===== src/rtl/mem_stage_lsu.sv =====
// MEM-stage load/store unit: steers store lanes and extracts/extends load lanes on a 64-bit
// valid/ready data bus, splitting 8-byte-crossing accesses into two beats and stalling the pipe.
module mem_stage_lsu #(
   parameter int XLEN    = 64,
   parameter int MTYPE_W = 3
) (
   input  logic               clk,
   input  logic               reset,
   input  logic               memRead_in,
   input  logic               memWrite_in,
   input  logic [MTYPE_W-1:0] memType_in,
   input  logic [XLEN-1:0]    addr_in,
   input  logic [XLEN-1:0]    writeData_in,
   output logic               stall_out,
   output logic [XLEN-1:0]    readData_out,
   output logic               readValid_out,
   output logic               bus_req_out,
   output logic               bus_we_out,
   output logic [XLEN-1:0]    bus_addr_out,
   output logic [63:0]        bus_wdata_out,
   output logic [7:0]         bus_be_out,
   input  logic               bus_ready_in,
   input  logic               bus_rvalid_in,
   input  logic [63:0]        bus_rdata_in
);

   typedef enum logic [2:0] {S_IDLE, S_REQ0, S_WAIT0, S_REQ1, S_WAIT1, S_DONE} state_t;

   state_t            r_state;
   state_t            w_next;
   logic [63:0]       r_lo;
   logic [63:0]       r_hi;
   logic [XLEN-1:0]   r_rdata;

   logic              w_op;
   logic              w_store;
   logic              w_load;
   logic [1:0]        w_size;
   logic [2:0]        w_off;
   logic [3:0]        w_nbytes;
   logic              w_split;
   logic [15:0]       w_mask16;
   logic [127:0]      w_wide;
   logic [XLEN-1:0]   w_base;
   logic [XLEN-1:0]   w_ext;
   logic              w_stall;

   // Shift the two captured words down to the access offset, then truncate and extend.
   function automatic logic [63:0] load_extend(input logic [127:0] pair, input logic [2:0] off,
                                               input logic [1:0] size, input logic uns);
      logic [127:0] sh;
      logic [63:0]  res;
      sh = pair >> {off, 3'b000};
      case (size)
         2'd0:    res = uns ? {56'd0, sh[7:0]}  : {{56{sh[7]}},  sh[7:0]};
         2'd1:    res = uns ? {48'd0, sh[15:0]} : {{48{sh[15]}}, sh[15:0]};
         2'd2:    res = uns ? {32'd0, sh[31:0]} : {{32{sh[31]}}, sh[31:0]};
         default: res = sh[63:0];
      endcase
      return res;
   endfunction

   assign w_store  = memWrite_in;
   assign w_load   = memRead_in & ~memWrite_in;
   assign w_op     = memRead_in | memWrite_in;
   assign w_size   = memType_in[1:0];
   assign w_off    = addr_in[2:0];
   assign w_nbytes = 4'd1 << w_size;
   assign w_split  = ({1'b0, w_off} + w_nbytes) > 4'd8;
   assign w_mask16 = ((16'd1 << w_nbytes) - 16'd1) << w_off;
   assign w_wide   = {64'd0, writeData_in} << {w_off, 3'b000};
   assign w_base   = addr_in & ~XLEN'(7);
   assign w_ext    = load_extend({r_hi, r_lo}, w_off, w_size, memType_in[2]);

   always_comb begin
      w_next        = r_state;
      w_stall       = 1'b0;
      bus_req_out   = 1'b0;
      bus_we_out    = 1'b0;
      bus_addr_out  = '0;
      bus_wdata_out = '0;
      bus_be_out    = '0;
      readValid_out = 1'b0;
      readData_out  = r_rdata;
      case (r_state)
         S_IDLE: begin
            w_stall = w_op;
            if (w_op) w_next = S_REQ0;
         end
         S_REQ0: begin
            w_stall       = 1'b1;
            bus_req_out   = 1'b1;
            bus_we_out    = w_store;
            bus_addr_out  = w_base;
            bus_be_out    = w_mask16[7:0];
            bus_wdata_out = w_wide[63:0];
            if (bus_ready_in) begin
               if (!w_store)     w_next = S_WAIT0;
               else if (w_split) w_next = S_REQ1;
               else              w_next = S_DONE;
            end
         end
         S_WAIT0: begin
            w_stall = 1'b1;
            if (bus_rvalid_in) w_next = w_split ? S_REQ1 : S_DONE;
         end
         S_REQ1: begin
            w_stall       = 1'b1;
            bus_req_out   = 1'b1;
            bus_we_out    = w_store;
            bus_addr_out  = w_base + XLEN'(8);
            bus_be_out    = w_mask16[15:8];
            bus_wdata_out = w_wide[127:64];
            if (bus_ready_in) w_next = w_store ? S_DONE : S_WAIT1;
         end
         S_WAIT1: begin
            w_stall = 1'b1;
            if (bus_rvalid_in) w_next = S_DONE;
         end
         S_DONE: begin
            w_next = S_IDLE;
            if (w_load) begin
               readValid_out = 1'b1;
               readData_out  = w_ext;
            end
         end
         default: w_next = S_IDLE;
      endcase
   end

   // Stall is combinational from the op inputs in IDLE, so mask it while reset is held.
   assign stall_out = w_stall & reset;

   always_ff @(posedge clk or negedge reset) begin
      if (!reset) begin
         r_state <= S_IDLE;
         r_lo    <= '0;
         r_hi    <= '0;
         r_rdata <= '0;
      end else begin
         r_state <= w_next;
         if (r_state == S_WAIT0 && bus_rvalid_in) r_lo <= bus_rdata_in;
         if (r_state == S_WAIT1 && bus_rvalid_in) r_hi <= bus_rdata_in;
         if (r_state == S_DONE && w_load)         r_rdata <= w_ext;
      end
   end

endmodule

===== config.mk =====
export PLATFORM = sky130hd
export DESIGN_NAME = mem_stage_lsu
export DESIGN_NICKNAME = d
export VERILOG_FILES = /design/src/rtl/mem_stage_lsu.sv
export SDC_FILE = /design/constraint.sdc
export NUM_CORES = 1
export LEC_CHECK = 0
export CAP_MARGIN = 20
export CORE_MARGIN = 5
export CORE_UTILIZATION = 29
export CTS_BUF_LIST = sky130_fd_sc_hd__clkbuf_4 sky130_fd_sc_hd__clkbuf_8
export CTS_CLUSTER_DIAMETER = 40
export DETAILED_ROUTE_END_ITERATION = 7
export GPL_TIMING_DRIVEN = 0
export PLACE_DENSITY_LB_ADDON = 0.25
export SETUP_SLACK_MARGIN = 0.15
export SLEW_MARGIN = 20
export SYNTH_ARGS = -nofsm -noshare
export SYNTH_HDL_FRONTEND = slang
export SYNTH_SLANG_ARGS = --single-unit

===== constraint.sdc =====
create_clock -name clk -period 3.84 [get_ports clk]
set_clock_uncertainty 0.15 [all_clocks]
set_input_delay 0.768 -clock clk [delete_from_list [all_inputs] [get_ports clk]]
set_output_delay 0.768 -clock clk [all_outputs]
set_load 0.01 [all_outputs]

==> results.ini <==
[synth]
synthCells=1587
synth-compound-area-share_pct=15.8
avgSynthCellArea_um2=9.44
synth_top_area_share_pct=31.2
syn_area_mm2=0.0150
synth_top_family_by_area=multiplexers
synth-async-reset-ratio_pct=100
synth_area_leaders=dfrtp_1, mux2_2, mux4_2, mux2i_1, nor2_1
synth-simple-area-share_pct=14.9
synth_top_area_cell=dfrtp_1
synth_edf_count=0
synth_fa_ha_area_share_pct=0.334
yosysWarnings=0
muxShareOfSynthArea_pct=29.9
ys_types=65
yosysSeqAreaShare_pct=31.2
synth_xor_area_share_pct=3.10
synthFlopType=dfrtp_1
ys_ff_latch=187

[worst_setup_path]
cp-end-kind=output port
crit_type=in -> out
arrival_ps=2990
required_ps=2920
cp_max_fo=5
start_kind=input pin

[timing]
timing.hold.ws_ps=115
period_share_pct=102
fin_crit_ps=3910
max_freq_ghz=0.256
worst_slew_pin_slew_ps=1100
setup_tns_ps=-473
setup_ws_ps=-65.3
finalMaxSlewViolations=0
hold_viol_final=0
setup_violations=15
max_slew_margin_pct=26.4
grt_setup_unrepaired=yes

[run]
drv_cap=0

[global_routing]
antenna_found_initial=10
grt_remaining_overflow=0
grt_pass1_wl_mm=113
first_global_vias=16100
grtUsageTotal_pct=26.7
grt_start_max_net_pins=86

[floorplan]
io_pins=405
design.core.area_mm2=0.0513
die_area_mm2=0.0563
die_h_um=237
rows=83
start_util_pct=29.2
dieWidth_um=237

[cts]
cts.clk_slew.worst_paths_ps=110
clk-insertion-delay-late_ps=510
cts.path.max_buffers=2
cts_root_buffer=clkbuf_8
cts-htree-levels=4
cts_sinks=187
cts_buffers=17
cts_tree=yes

[drt]
viasPerCell=5.68
wl_mm=80.2
vias=16200
drc=0
routedWlPerCell_um=28.2
dr.pass1.iters=5
drt_iter0_drc=1438
antenna_left=0

[place]
gp_congestion=0.980
io_buffers=399
detailed_place_hpwl_mm=61.4
dp_slack_ps=-2230
place_inst=2671

[finish]
fin_nets=2348
finish.utilization_pct=45.9
syn_to_final_growth_pct=57.2
final_common_cell=dfrtp_1
drive_above_1_share_pct=41.1
layout_common_cells=dfrtp_1, clkdlybuf4s50_1, nand2_1, mux2_2, nor2_1
finalNonFillerCells=2845

[min_path]
holdCritPathClass=in -> async

[pwr]
leakage_nw=9.89
p_per_area_mw_per_mm2=571
peakVddDrop_mv=0.267

[outcome]
status=finished, violations left
violations=negative setup slack

==> power by group <==
part | internal (mW) | total, mW | leakage (nW) | switching [mW]
Clock | 0.549 | 1.36 | 0.203 | 0.814
Combinational | 3.87 | 8.19 | 7.43 | 4.33
Sequential | 2.94 | 3.89 | 2.26 | 0.944
==> final timing paths <==
check | start | slack, ps | endpoint | depth (start not counted)
max reg2reg | r_state[2] | 720 | r_lo[54] | 5
min reg2reg | r_rdata[10] | 350 | r_rdata[10] | 1
max in group asynchronous | reset | 2940 | r_lo[31] | 2
max | addr_in[1] | -70 | readData_out[11] | 12
min in group clk | r_rdata[10] | 350 | r_rdata[10] | 1
min | reset | 120 | r_lo[24] | 2
==> Yosys cell counts, drive strengths merged, types with 13 or more instances <==
library cell  number
dfrtp            187
nor2             181
nand2            175
mux2             150
mux2i            130
a21oi             99
clkbuf            79
mux4              66
o22a              64
buf               61
o21ai             61
a22oi             35
nand3             30
xor2              27
xnor2             26
o211ai            19
o21a              19
nand4             17
o22ai             17
inv               13
nor3              13
==> flip-flops by register name, summed over array words and instances, names as in the netlist <==
signal   count
r_hi        56
r_rdata     64
r_lo        64
r_state      3
==> final cells by class <==
cell class | instances | area, µm²
inverters | 14 | 57.6
fillers | 4929 | 27700
multi-input cells | 1248 | 11100
flip-flops and latches | 187 | 4680
clock inverters | 14 | 158
diodes | 9 | 22.5
clock buffers | 18 | 241
plain buffers | 140 | 1430
well taps | 680 | 851
repair buffers | 535 | 4990
==> through the flow <==
stage / cell area, µm² / total power, mW
finish: 23600 / 13.4
global route: 23600 / 14.0
CTS: 22800 / 13.0
detailed placement: 19900 / 11.2
global placement: 19800 / 11.2
floorplan: 15000 / 7.29
==> routing by layer <==
metal	vias up	GRT usage (%)	wire (µm)
met1	8226	35.8	33000
li1	7018	-	-
met2	787	44.8	39200
met3	132	4.28	5690
met4	2	7.82	2280
met5	-	0	13
==> cell families after synthesis <==
kind of cell / count (synthesis)
simple gates: 486
compound gates: 356
mux: 346
flops: 187
buf+inv: 154
xor+xnor: 53
fa+ha+maj: 4
other cells: 1
==> critical path: stages <==
cell and delay (ps):
buf_8 100, buf_6 120, buf_12 120, buf_12 140, buf_12 140, buf_12 120
buf_16 130, mux2i_4 210, mux4_2 500, o211ai_1 300, o21a_1 190, buf_2 130
==> timing repair <==
| item | 4_1_cts | 5_1_grt |
|---|---|---|
| endpoints found under the setup margin | 222 | 158 |
| pin swaps | 88 | 80 |
| endpoints found under the hold margin | 23 | 0 |
| cloned | 8 | 7 |
| buffers inserted | 86 | 31 |
| hold buffers | 1 | 0 |
| resized for setup | 997 | 298 |
No activity file was read; power rests on OpenSTA's default activity.
